**src/rtl/wmaj_pkg.sv**
```systemverilog
// Shared types and helpers for the weighted-majority trend detector:
// weight mode, per-age weight and the power-on threshold defaults.
package wmaj_pkg;

  typedef enum logic {
    WMAJ_EXP = 1'b0,
    WMAJ_LIN = 1'b1
  } wmaj_mode_e;

  // Age 0 is the newest sample and always carries the largest weight.
  function automatic int unsigned weight(wmaj_mode_e mode, int unsigned age, int unsigned depth);
    if (mode == WMAJ_EXP) begin
      return 32'd1 << (depth - 1 - age);
    end
    return depth - age;
  endfunction

  function automatic int unsigned default_thr_hi(int unsigned depth);
    return 32'd1 << (depth - 1);
  endfunction

  function automatic int unsigned default_thr_lo(int unsigned depth);
    return 32'd1 << (depth - 2);
  endfunction

endpackage

```
**src/rtl/wmaj_trend_array_if.sv**
```systemverilog
// Sample/result bundle of the trend array: the sampler drives the master
// side, the detector implements the slave side.
interface wmaj_trend_array_if #(
  parameter int CHANNELS = 4
);
  import wmaj_pkg::*;

  logic                in_valid;
  logic [CHANNELS-1:0] in_bits;
  wmaj_mode_e          mode;
  logic                out_valid;
  logic [CHANNELS-1:0] trend;
  logic [CHANNELS-1:0] rise;
  logic [CHANNELS-1:0] fall;

  modport master (
    output in_valid, in_bits, mode,
    input  out_valid, trend, rise, fall
  );

  modport slave (
    input  in_valid, in_bits, mode,
    output out_valid, trend, rise, fall
  );

endinterface

```
**src/rtl/wmaj_channel.sv**
```systemverilog
// One detector slice: DEPTH-bit history feeding a recency-weighted sum into
// stage 1, then hysteresis on that sum with rise/fall event pulses.
module wmaj_channel
  import wmaj_pkg::*;
#(
  parameter  int DEPTH = 4,
  localparam int SUM_W = DEPTH
) (
  input  logic             clk,
  input  logic             reset,
  input  logic             flush,
  input  logic             sample_en,
  input  logic             in_bit,
  input  wmaj_mode_e       mode,
  input  logic             s1_valid,
  input  logic             s1_primed,
  input  logic [SUM_W-1:0] s1_thr_hi,
  input  logic [SUM_W-1:0] s1_thr_lo,
  output logic [SUM_W-1:0] s1_sum,
  output logic             trend,
  output logic             rise,
  output logic             fall
);

  logic [DEPTH-1:0] hist;
  logic [DEPTH-1:0] hist_next;
  logic [SUM_W-1:0] sum_next;

  // The sum is taken over the history as it will be after this sample,
  // so the incoming bit already counts with the newest weight.
  always_comb begin
    hist_next = {hist[DEPTH-2:0], in_bit};
    sum_next  = '0;
    for (int k = 0; k < DEPTH; k++) begin
      if (hist_next[k]) begin
        sum_next = sum_next + SUM_W'(weight(mode, k, DEPTH));
      end
    end
  end

  always_ff @(posedge clk or posedge reset) begin
    if (reset) begin
      hist   <= '0;
      s1_sum <= '0;
      trend  <= 1'b0;
      rise   <= 1'b0;
      fall   <= 1'b0;
    end else if (flush) begin
      hist   <= '0;
      s1_sum <= '0;
      trend  <= 1'b0;
      rise   <= 1'b0;
      fall   <= 1'b0;
    end else begin
      rise <= 1'b0;
      fall <= 1'b0;
      if (sample_en) begin
        hist   <= hist_next;
        s1_sum <= sum_next;
      end
      // Trend can only be 1 once primed, so forcing 0 while warming up never
      // needs a fall event.
      if (s1_valid) begin
        if (!s1_primed) begin
          trend <= 1'b0;
        end else if (s1_sum >= s1_thr_hi) begin
          trend <= 1'b1;
          rise  <= ~trend;
        end else if (s1_sum < s1_thr_lo) begin
          trend <= 1'b0;
          fall  <= trend;
        end
      end
    end
  end

endmodule

```
**src/rtl/wmaj_trend_array.sv**
```systemverilog
// Multi-channel weighted-majority trend detector: warm-up counter, threshold
// and mode registers, stage-1 sideband and debug mux around CHANNELS slices.
module wmaj_trend_array
  import wmaj_pkg::*;
#(
  parameter  int CHANNELS = 4,
  parameter  int DEPTH    = 4,
  localparam int SUM_W    = DEPTH,
  localparam int SEL_W    = (CHANNELS > 1) ? $clog2(CHANNELS) : 1
) (
  input  logic              clk,
  input  logic              reset,
  wmaj_trend_array_if.slave bus,
  input  logic              flush,
  input  logic              cfg_we,
  input  logic [SUM_W-1:0]  cfg_hi,
  input  logic [SUM_W-1:0]  cfg_lo,
  output logic              cfg_err,
  output logic              primed,
  input  logic [SEL_W-1:0]  dbg_sel,
  output logic [SUM_W-1:0]  dbg_sum
);

  localparam int               CNT_W      = $clog2(DEPTH + 1);
  localparam logic [CNT_W-1:0] CNT_FULL   = CNT_W'(DEPTH);
  localparam logic [SUM_W-1:0] THR_HI_RST = SUM_W'(default_thr_hi(DEPTH));
  localparam logic [SUM_W-1:0] THR_LO_RST = SUM_W'(default_thr_lo(DEPTH));

  logic                sample_en;
  logic [CNT_W-1:0]    count;
  logic [CNT_W-1:0]    count_next;
  logic [SUM_W-1:0]    thr_hi;
  logic [SUM_W-1:0]    thr_lo;
  logic [SUM_W-1:0]    s1_thr_hi;
  logic [SUM_W-1:0]    s1_thr_lo;
  wmaj_mode_e          mode_q;
  logic                s1_valid;
  logic                s1_primed;
  logic                out_valid_q;
  logic [SUM_W-1:0]    ch_sum [CHANNELS];
  logic [CHANNELS-1:0] trend_v;
  logic [CHANNELS-1:0] rise_v;
  logic [CHANNELS-1:0] fall_v;

  assign sample_en  = bus.in_valid & ~flush;
  assign count_next = (count == CNT_FULL) ? count : count + CNT_W'(1);
  assign primed     = (count == CNT_FULL);

  // Mode is registered alongside the thresholds, so a change presented with
  // a sample lands on the following sample. Flush leaves all of this alone.
  always_ff @(posedge clk or posedge reset) begin
    if (reset) begin
      thr_hi  <= THR_HI_RST;
      thr_lo  <= THR_LO_RST;
      mode_q  <= WMAJ_EXP;
      cfg_err <= 1'b0;
    end else begin
      mode_q  <= bus.mode;
      cfg_err <= 1'b0;
      if (cfg_we) begin
        if (cfg_lo <= cfg_hi) begin
          thr_hi <= cfg_hi;
          thr_lo <= cfg_lo;
        end else begin
          cfg_err <= 1'b1;
        end
      end
    end
  end

  always_ff @(posedge clk or posedge reset) begin
    if (reset) begin
      count       <= '0;
      s1_valid    <= 1'b0;
      s1_primed   <= 1'b0;
      s1_thr_hi   <= THR_HI_RST;
      s1_thr_lo   <= THR_LO_RST;
      out_valid_q <= 1'b0;
    end else if (flush) begin
      count       <= '0;
      s1_valid    <= 1'b0;
      s1_primed   <= 1'b0;
      out_valid_q <= 1'b0;
    end else begin
      s1_valid    <= sample_en;
      out_valid_q <= s1_valid;
      if (sample_en) begin
        count     <= count_next;
        s1_primed <= (count_next == CNT_FULL);
        s1_thr_hi <= thr_hi;
        s1_thr_lo <= thr_lo;
      end
    end
  end

  for (genvar g = 0; g < CHANNELS; g++) begin : g_ch
    wmaj_channel #(
      .DEPTH(DEPTH)
    ) u_channel (
      .clk       (clk),
      .reset     (reset),
      .flush     (flush),
      .sample_en (sample_en),
      .in_bit    (bus.in_bits[g]),
      .mode      (mode_q),
      .s1_valid  (s1_valid),
      .s1_primed (s1_primed),
      .s1_thr_hi (s1_thr_hi),
      .s1_thr_lo (s1_thr_lo),
      .s1_sum    (ch_sum[g]),
      .trend     (trend_v[g]),
      .rise      (rise_v[g]),
      .fall      (fall_v[g])
    );
  end

  // Out-of-range selects (non power-of-two CHANNELS) read as zero.
  always_comb begin
    dbg_sum = '0;
    for (int i = 0; i < CHANNELS; i++) begin
      if (SEL_W'(i) == dbg_sel) begin
        dbg_sum = ch_sum[i];
      end
    end
  end

  assign bus.out_valid = out_valid_q;
  assign bus.trend     = trend_v;
  assign bus.rise      = rise_v;
  assign bus.fall      = fall_v;

endmodule
```
**src/flat_wrapper.sv**
```systemverilog
// flat-port wrapper written by rule: the top's interface ports become plain ports
module wmaj_trend_array_flat import wmaj_pkg::*;
#(
  parameter  int CHANNELS = 4,
  parameter  int DEPTH    = 4,
  localparam int SUM_W    = DEPTH,
  localparam int SEL_W    = (CHANNELS > 1) ? $clog2(CHANNELS) : 1
)
  (clk, reset, flush, cfg_we, cfg_hi, cfg_lo, cfg_err, primed, dbg_sel, dbg_sum, bus_in_valid, bus_in_bits, bus_mode, bus_out_valid, bus_trend, bus_rise, bus_fall);
  wmaj_trend_array_if #(.CHANNELS(CHANNELS)) bus_i ();
  input  logic clk;
  input  logic reset;
  input  logic flush;
  input  logic cfg_we;
  input  logic [SUM_W-1:0] cfg_hi;
  input  logic [SUM_W-1:0] cfg_lo;
  output logic cfg_err;
  output logic primed;
  input  logic [SEL_W-1:0] dbg_sel;
  output logic [SUM_W-1:0] dbg_sum;
  input wire logic [$bits(bus_i.in_valid)-1:0] bus_in_valid;
  input wire logic [$bits(bus_i.in_bits)-1:0] bus_in_bits;
  input wire logic [$bits(bus_i.mode)-1:0] bus_mode;
  output wire logic [$bits(bus_i.out_valid)-1:0] bus_out_valid;
  output wire logic [$bits(bus_i.trend)-1:0] bus_trend;
  output wire logic [$bits(bus_i.rise)-1:0] bus_rise;
  output wire logic [$bits(bus_i.fall)-1:0] bus_fall;
  assign bus_i.in_valid = bus_in_valid;
  assign bus_i.in_bits = bus_in_bits;
  assign bus_i.mode = bus_mode;
  assign bus_out_valid = bus_i.out_valid;
  assign bus_trend = bus_i.trend;
  assign bus_rise = bus_i.rise;
  assign bus_fall = bus_i.fall;
  wmaj_trend_array #(.CHANNELS(CHANNELS), .DEPTH(DEPTH)) u_core (.clk(clk), .reset(reset), .bus(bus_i), .flush(flush), .cfg_we(cfg_we), .cfg_hi(cfg_hi), .cfg_lo(cfg_lo), .cfg_err(cfg_err), .primed(primed), .dbg_sel(dbg_sel), .dbg_sum(dbg_sum));
endmodule
```
**config.mk**
```make
export PLATFORM = sky130hd
export DESIGN_NAME = wmaj_trend_array_flat
export DESIGN_NICKNAME = d
export VERILOG_FILES = /design/src/rtl/wmaj_pkg.sv /design/src/rtl/wmaj_trend_array_if.sv /design/src/rtl/wmaj_channel.sv /design/src/rtl/wmaj_trend_array.sv /design/src/flat_wrapper.sv
export SDC_FILE = /design/constraint.sdc
export NUM_CORES = 1
export LEC_CHECK = 0
export CAP_MARGIN = 20
export CORE_UTILIZATION = 60
export CTS_BUF_LIST = sky130_fd_sc_hd__clkbuf_4
export DETAILED_ROUTE_END_ITERATION = 8
export GPL_TIMING_DRIVEN = 0
export PLACE_DENSITY = 0.83
export SYNTH_ARGS = -nofsm -noshare
export SYNTH_HDL_FRONTEND = slang
export SYNTH_SLANG_ARGS = --single-unit
```
**constraint.sdc**
```tcl
create_clock -name clk -period 3.1 [get_ports clk]
set_input_delay 0.62 -clock clk [delete_from_list [all_inputs] [get_ports clk]]
set_output_delay 0.62 -clock clk [all_outputs]
set_load 0.03 [all_outputs]
```
# After elaboration in Yosys (flattened, before gate mapping)
# Index checks and enable logic that the tools add are counted.
dict set report word_totals {
  regBits 64
  output_inout_bits 19
  word_cells 226
}
dict set report op_classes {
  addsub 13
  magnitude_cmp 9
  eq_ne 9
  n_mux 150
  bitwise_logic 6
  n_reduce_logical 9
}
# op n
set op_table {}
lappend op_table {{4-bit two-way mux} 45}
lappend op_table {{1-bit two-way mux} 84}
lappend op_table {{4-bit adder} 12}
lappend op_table {{3-bit two-way mux} 16}
lappend op_table {{4-bit >= comparator} 4}
lappend op_table {{4-bit < comparator} 4}
lappend op_table {{4-bit inequality test (second input constant)} 4}
lappend op_table {{2-bit AND reduction} 6}
lappend op_table {{2-bit two-way mux} 5}
lappend op_table {{3-bit equality test (second input constant)} 2}
lappend op_table {{1-bit inverter} 5}
lappend op_table {{2-bit equality test (first input constant)} 2}
lappend op_table {{4-bit <= comparator} 1}
lappend op_table {{2-bit nonzero test} 2}
lappend op_table {{3-bit by 1-bit adder with 3-bit output (second input constant)} 1}
lappend op_table {{1-bit by 2-bit equality test with 1-bit output (first input constant)} 1}
lappend op_table {{2-bit logical NOT} 1}
lappend op_table {{1-bit AND} 1}

# Logic depth before layout (Yosys ltp)
# Gate-level depths: netlist of the first run.
dict set report logic_depth {
  depth_word 12
  mapped_depth 7
  ltp_nobuf 6
}

# Cells and area by module
# A second synthesis of the first run with hierarchy kept.
dict set report hier_totals {
  hier_cells 457
  area_unflattened_um2 4419.2
}
# mod instances cells_each area_each_um2 seq_area_each_um2
set by_module_without_submodules {}
lappend by_module_without_submodules {wmaj_channel 4 80 744.5 250.2}
lappend by_module_without_submodules {wmaj_trend_array 1 137 1441.4 605.6}

# Worst setup path before layout of the first run
# Ideal clock, no wire load.
dict set report synth_timing {
  path_kind {input -> register}
  from {in cfg_hi[1]}
  to {reg u_core.thr_hi[0]}
  setup_ps 126
  arrival_time_ps 1865
  t_required_ps 2974
  setup_slack_ps 1109
  stages 6
  path_buffers 0
  cell_sequence {inv_1 > ha_1 > and2b_1 > o211ai_2 > nand2_2 > a311o_1}
}
dict set report synth_between {
  elab_chain_cells 2
}
# item line
set synth_lines {}
lappend synth_lines {{from (decl)} flat_wrapper.sv:15} ;# input logic [SUM_W-1:0] cfg_hi;
lappend synth_lines {{4-bit <= comparator} wmaj_trend_array.sv:61} ;# if (cfg_lo <= cfg_hi) begin
lappend synth_lines {{2-bit AND reduction (no source line)} n/a}
lappend synth_lines {{to (signal assigned)} wmaj_trend_array.sv:62} ;# thr_hi <= cfg_hi;
lappend synth_lines {{to (decl)} wmaj_trend_array.sv:32} ;# logic [SUM_W-1:0] thr_hi;
# No other way between the ends.
# A chain may end at the register's enable or synchronous reset.

# Worst setup path after layout of the first run
dict set report layout_timing {
  from {in dbg_sel[1]}
  to {out dbg_sum[0]}
}
dict set report layout_between {
  elab_chain_cells 5
  elab_cells_between_ends 8
  cone_classes {3 x eq/ne; 4 x mux; 1 x reduce/logical}
}
# item line
set layout_lines {}
lappend layout_lines {{from (decl)} flat_wrapper.sv:19} ;# input logic [SEL_W-1:0] dbg_sel;
lappend layout_lines {{2-bit logical NOT} wmaj_trend_array.sv:121} ;# if (SEL_W'(i) == dbg_sel) begin
lappend layout_lines {{4-bit two-way mux (3 in series)} wmaj_trend_array.sv:121}
lappend layout_lines {{4-bit two-way mux *} wmaj_trend_array.sv:121}
lappend layout_lines {{to (decl)} flat_wrapper.sv:20} ;# output logic [SUM_W-1:0] dbg_sum;
# Every way passes the cells marked *; elsewhere a longest branch is shown, timed or not.

==> impl_metrics.ini, run 1 <==
[outcome]
run_status = finished, final reports clean

[synth]
synth_area_leaders = dfrtp_1 35%, ha_1 12%, nor2_1 3.9%
synth.distinct_cells = 53
synth-edff-count = 0
syn_avg_cell_area_sq_um = 9.65
synth_area_sq_mm = 0.00428
seq_area_frac_synth = 0.375
ys_warn_count = 0
async_flop_share = 1.00
syn-num-nets = 506
ys.flop_type = dfrtp_1
ys_ff_latch = 64
yosys.area.top_type = dfrtp_1
synth_top_area_share = 0.350
syn_inst = 444

[floorplanning]
start_util = 0.627
dieArea_sq_mm = 0.00748
ios = 39
rows = 30
design.core.area_sq_mm = 0.00683
dieWidth_microns = 86.5
die_h_microns = 86.5

[drt]
drt_pass1_iterations = 4
wirelength_microns = 9240
viasPerCell = 5.80
drc = 0
ant_nets = 0
drtIter0Drc = 189
wl_per_cell_microns = 15.5
dr_total_vias = 3453

[sta]
post-route-period-util = 0.980
worst_pin_slew_ns = 0.618
layout_setup_ws_ns = 0.0609
max_slew_margin = 0.588
setup_viol = 0
fmax_mhz = 329
layout_min_cycle_time_ns = 3.04
skew_ns = 0.0121
slew_viol_final = 0
hold_viol = 0
rsz0062_at_grt = false

[clock_network]
cts_tree = yes
cts_max_path_buffers = 2
clk_pin_slew_worst_paths_ns = 0.11
cts_resized = 0
cts_root_buf = clkbuf_4
cts_setup_buffers = 0
cts.sinks = 64
htreeDepth = 3
cts-buffers-inserted = 9
worst_skew_pair.late_latency_ns = 0.41
cts_hold_buf = 0

[critical_path]
cp_data_arrival_time_ns = 2.42
worstPathRequired_ns = 2.48
criticalPathCategory = input pin to output port
path_max_fanout = 4
startpoint_type = input pin
cp-end-kind = output port
rrSetupSlack_ns = 1.05

[global_routing]
grt_pass1_wl_microns = 15600
antenna_found_initial = 0
gr-usage-all-layers = 0.269
overflow = 0
grt_max_degree = 41
grt_pass1_vias = 3464

[layout]
nets = 556
drive_gt1_frac = 0.116
fin_cells = 595
syn_to_final_growth_pct = 15.3
multi_input_area_sq_mm = 0.00241
final_cell_mix = 60 x dfrtp_1, 45 x nor2_1, 42 x ha_1
ff_latch_area_sq_mm = 0.00161
post-route-util = 0.723
antenna-diode-count = 0
final_common_cell = dfrtp_1
n_fill_cell = 509

[place]
dp_hpwl_microns = 7170
globalplace.congestion = 0.855
dp_slack_ns = 0.0552
dp.cells = 579
io_buffers = 38

[power_and_ir_drop]
power.density_mw_per_mm2 = 431
vdd_drop_max_mv = 0.289
p_leak_nw = 2.24

[worst_hold_path]
hold_class = flop to flop

[flow_run]
cap_violations = 0
worst max-delay path, cell delays in order:
cell and delay [ns]:
clkdlybuf4s50_1 0.62, mux4_2 0.57, clkdlybuf4s50_1 0.61
report_power, final:
group          switching [mW]  internal [mW]  leakage [nW]  total [mW]
Combinational           0.315          0.257          1.33       0.572
Clock                   0.314          0.251        0.0738       0.565
Sequential             0.0752          0.918         0.839       0.993
through the flow:
step	power, mW	hold WS [ns]	setup TNS (ns)	instance area [sq um]
2_1_floorplan	1.40	0.461	0	4280
3_3_place_gp	1.53	0.481	-10.11	4780
3_5_place_dp	1.58	0.486	0	4800
4_1_cts	2.14	0.494	0	4940
5_1_grt	2.26	0.517	0	4940
6_report	2.13	0.493	0	4940
flip-flops by register name, summed over array words and instances, names as in the netlist, 3 cells and up:
register                      flops
u_core.g_ch.u_channel.s1_sum     16
u_core.g_ch.u_channel.hist       12
u_core.g_ch.u_channel.fall        4
u_core.g_ch.u_channel.rise        4
u_core.g_ch.u_channel.trend       4
u_core.s1_thr_hi                  4
u_core.s1_thr_lo                  4
u_core.thr_hi                     4
u_core.thr_lo                     4
u_core.count                      3
logic make-up (layout without fill, tap and decap cells):
kind of cell	after synthesis	in the layout	share of synthesized area
AND/OR/NAND/NOR	183	183	0.219
adder cells (fa/ha/maj)	42	42	0.123
buffers and inverters	54	109	0.0613
multiplexers	24	24	0.0724
flip-flops	64	64	0.375
XOR/XNOR	15	15	0.0307
AO/OA/AOI/OAI	62	62	0.119
final cells by class:
class,instances,share of cell area
timing repair buffer,39,0.0811
buffer,27,0.0327
multi-input combinational,326,0.489
clock inverter,6,0.0122
sequential,64,0.325
inverter,27,0.0205
clock buffer,10,0.0152
tap,96,0.0243
path summary, 6_finish.rpt:
kind | from | depth (start not counted) | to
min in group asynchronous | reset | 2 | u_core.g_ch[0].u_channel.hist[1]
worst min register to register | u_core.thr_lo[2] | 2 | u_core.s1_thr_lo[2]
max in group asynchronous | reset | 3 | u_core.thr_lo[2]
worst min-delay path | u_core.thr_lo[2] | 2 | u_core.s1_thr_lo[2]
worst max register to register | u_core.mode_q | 7 | u_core.g_ch[0].u_channel.s1_sum[3]
worst max-delay path | dbg_sel[1] | 3 | dbg_sum[0]
metal layers:
layer	routed length, microns	part of all wire	track usage	vias up
met2	4550	0.49	0.467	78
li1	-	-	-	1693
met1	4120	0.45	0.329	1656
met3	311	0.034	0.0438	26
met4	260	0.028	0.123	0
met5	0	0	0	-
synth_stat cells, types with 4 or more instances:
master	number
o41ai_1	4
a211oi_1	8
buf_2	6
clkbuf_1	4
mux4_2	4
xnor2_1	13
or3_1	7
nor3_1	13
and2_1	5
mux2i_1	16
o21ai_1	6
buf_1	4
inv_1	26
dfrtp_1	60
mux2_4	4
o311ai_1	4
dfstp_2	4
nand3_1	29
and4_1	10
buf_4	12
o21ai_2	4
a311o_1	6
nand2b_1	16
nand2_1	40
and4b_1	4
nor2b_1	9
nor2_1	45
ha_1	42
o211ai_1	4
Power figures use the tool's default switching activity.
==> inputs of run 2 (changes only) <==
--- a/config.mk
+++ b/config.mk
@@ -9,6 +9,7 @@
 export CORE_UTILIZATION = 60
 export CTS_BUF_LIST = sky130_fd_sc_hd__clkbuf_4
 export DETAILED_ROUTE_END_ITERATION = 8
+export GPL_ROUTABILITY_DRIVEN = 0
 export GPL_TIMING_DRIVEN = 0
 export PLACE_DENSITY = 0.83
 export SYNTH_ARGS = -nofsm -noshare
==> results of run 2 <==
No change in the layout: final DEF, timing and power equal those of run 1.
==> inputs of run 3 (changes only) <==
--- a/config.mk
+++ b/config.mk
@@ -5,6 +5,7 @@
 export SDC_FILE = /design/constraint.sdc
 export NUM_CORES = 1
 export LEC_CHECK = 0
+export ABC_AREA = 1
 export CAP_MARGIN = 20
 export CORE_UTILIZATION = 60
 export CTS_BUF_LIST = sky130_fd_sc_hd__clkbuf_4
@@ -12,6 +13,7 @@
 export GPL_ROUTABILITY_DRIVEN = 0
 export GPL_TIMING_DRIVEN = 0
 export PLACE_DENSITY = 0.83
+export SKIP_LAST_GASP = 1
 export SYNTH_ARGS = -nofsm -noshare
 export SYNTH_HDL_FRONTEND = slang
 export SYNTH_SLANG_ARGS = --single-unit
==> impl_metrics.ini, run 3 <==
[sta]
fmax_mhz = 335
post-route-period-util = 0.963
skew_ns = 0.0143
worst_pin_slew_ns = 0.553
slew_viol_final = 0
rsz0062_at_grt = false
setup_viol = 0
max_slew_margin = 0.631
fin_hold_ws_ns = 0.479
hold_viol = 0
layout_min_cycle_time_ns = 2.98

[clock_network]
cts_resized = 1
cts_setup_buffers = 0
cts-buffers-inserted = 9
cts_root_buf = clkbuf_4
cts.sinks = 64
clk_pin_slew_worst_paths_ns = 0.09
htreeDepth = 3
cts_hold_buf = 0
worst_skew_pair.late_latency_ns = 0.42
cts_max_path_buffers = 2
cts_tree = yes

[synth]
seq_area_frac_synth = 0.405
syn-num-nets = 577
syn_inst = 515
async_flop_share = 1.00
synthTopCellsByCount = 162 x nand2_1, 81 x inv_1, 60 x dfrtp_1
syn_avg_cell_area_sq_um = 7.69
ys_warn_count = 0
synth.distinct_cells = 24
synth_area_sq_mm = 0.00396
ys_ff_latch = 64
yosys.area.top_type = dfrtp_1
synth-edff-count = 0
yosysMostFrequentCell = nand2_1
synth_top_area_share = 0.379
synth_area_leaders = dfrtp_1 38%, nand2_1 15%, ha_1 13%
ys.flop_type = dfrtp_1

[layout]
fin_cells = 646
largest_reg_flops = 16
syn_to_final_growth_pct = 15.5
final_common_cell = nand2_1
n_fill_cell = 515
drive_gt1_frac = 0.0826
final_cell_mix = 162 x nand2_1, 80 x inv_1, 60 x dfrtp_1
antenna-diode-count = 0
regMostFlops = u_core.g_ch.u_channel.s1_sum
fin_area_sq_mm = 0.00458
top_regs = u_core.g_ch.u_channel.s1_sum x16, u_core.g_ch.u_channel.hist x12
nets = 626

[critical_path]
startpoint_type = input pin
crit_path_max_incr_delay_ns = 0.67
criticalPathCategory = input pin to output port
worstPathRequired_ns = 2.48
cp_data_arrival_time_ns = 2.36
path_cells = clkdlybuf4s50_1 > nor2_1 > nand2_1 > nand4_1 > clkdlybuf4s50_1
slowest_stage = clkdlybuf4s50_1
cp-end-kind = output port
path_max_fanout = 7
crit_path_frequent_cell = clkdlybuf4s50_1

[global_routing]
grt_pass1_vias = 3321
grt_max_degree = 44
grt_pass1_wl_microns = 14700
antenna_found_initial = 0
overflow = 0
gr-usage-all-layers = 0.269

[place]
place_area_sq_mm = 0.00445
io_buffers = 37
dp.cells = 630
dp_hpwl_microns = 6590

[floorplanning]
rows = 29
design.core.area_sq_mm = 0.00635
dieWidth_microns = 83.3
die_h_microns = 83.3
start_util = 0.624
ios = 39
dieArea_sq_mm = 0.00693

[drt]
wirelength_microns = 8530
drtIter0Drc = 186
viasPerCell = 5.28
drt_pass1_iterations = 8
drc = 2
wl_per_cell_microns = 13.2
dr_total_vias = 3411
ant_nets = 0

[power_and_ir_drop]
power.density_mw_per_mm2 = 438
p_leak_nw = 2.44
vdd_drop_max_mv = 0.299

[flow_run]
cap_violations = 0

[outcome]
failed_checks = DRC
run_status = finished, violations left

[worst_hold_path]
hold_class = flop to flop
[run 3: cell types whose count changed after synthesis, moves of 14 or more]
cell,change
nor2_1,-17
nand2_1,+122
o21ai_0,+28
o22ai_1,+14
mux2i_1,-16
nand2b_1,-16
inv_1,+55
[run 3: logic make-up (layout without fill, tap and decap cells)]
group,count (synthesis),count (layout),share of synthesized area
AO/OA/AOI/OAI,66,66,0.0985
buffers and inverters,104,158,0.114
XOR/XNOR,5,5,0.0111
adder cells (fa/ha/maj),42,42,0.133
flip-flops,64,64,0.405
AND/OR/NAND/NOR,234,234,0.238
[run 3: layer usage]
metal,track usage,vias up,routed length [microns]
met2,0.472,84,4260
met3,0.0487,17,372
li1,-,1740,-
met1,0.329,1570,3700
met5,0,-,0
met4,0.100,0,190
[run 3: final timing paths]
kind | from | end | slack, ns | cells past startpoint
setup reg to reg | u_core.mode_q | u_core.g_ch[0].u_channel.s1_sum[3] | 1.27 | 9
max in group asynchronous | reset | u_core.thr_lo[2] | 1.96 | 3
hold reg to reg | u_core.thr_lo[1] | u_core.thr_lo[1] | 0.48 | 2
min in group asynchronous | reset | u_core.s1_thr_hi[2] | 0.52 | 2
setup / recovery | dbg_sel[1] | dbg_sum[1] | 0.12 | 5
hold / removal | u_core.thr_lo[1] | u_core.thr_lo[1] | 0.48 | 2
[run 3: layout make-up]
type	count	area, sq um	share of cell area
tap	77	96.3	0.0210
clock buffer	11	82.6	0.0180
multi-input combinational	347	1900	0.416
buffer	22	144	0.0314
timing repair buffer	38	389	0.0850
clock inverter	5	47.5	0.0104
inverter	82	308	0.0672
sequential	64	1610	0.351
[run 3: where the power goes]
group / switching, mW / leakage [nW] / total [mW] / internal, mW
clock: 0.301 / 0.0757 / 0.558 / 0.257
combinational: 0.318 / 1.51 / 0.504 / 0.186
sequential: 0.0416 / 0.849 / 0.943 / 0.902
[run 3: critical path, delay by kind of cell]
kind / cells / cell delay [ns]
simple gates: 3 / 0.55
buf+inv: 2 / 1.19
[run 3: per-stage QoR]
stage / setup TNS (ns) / total power [mW] / util / setup WS (ns)
floorplan: 0 / 1.31 / - / 0.872
global placement: -8.51 / 1.43 / 0.698 / -0.146
detailed placement: -0.0137 / 1.46 / 0.701 / -0.0137
CTS: 0 / 2.02 / 0.721 / 0.128
global route: 0 / 2.14 / 0.721 / 0.0167
finish: 0 / 2.01 / 0.721 / 0.116
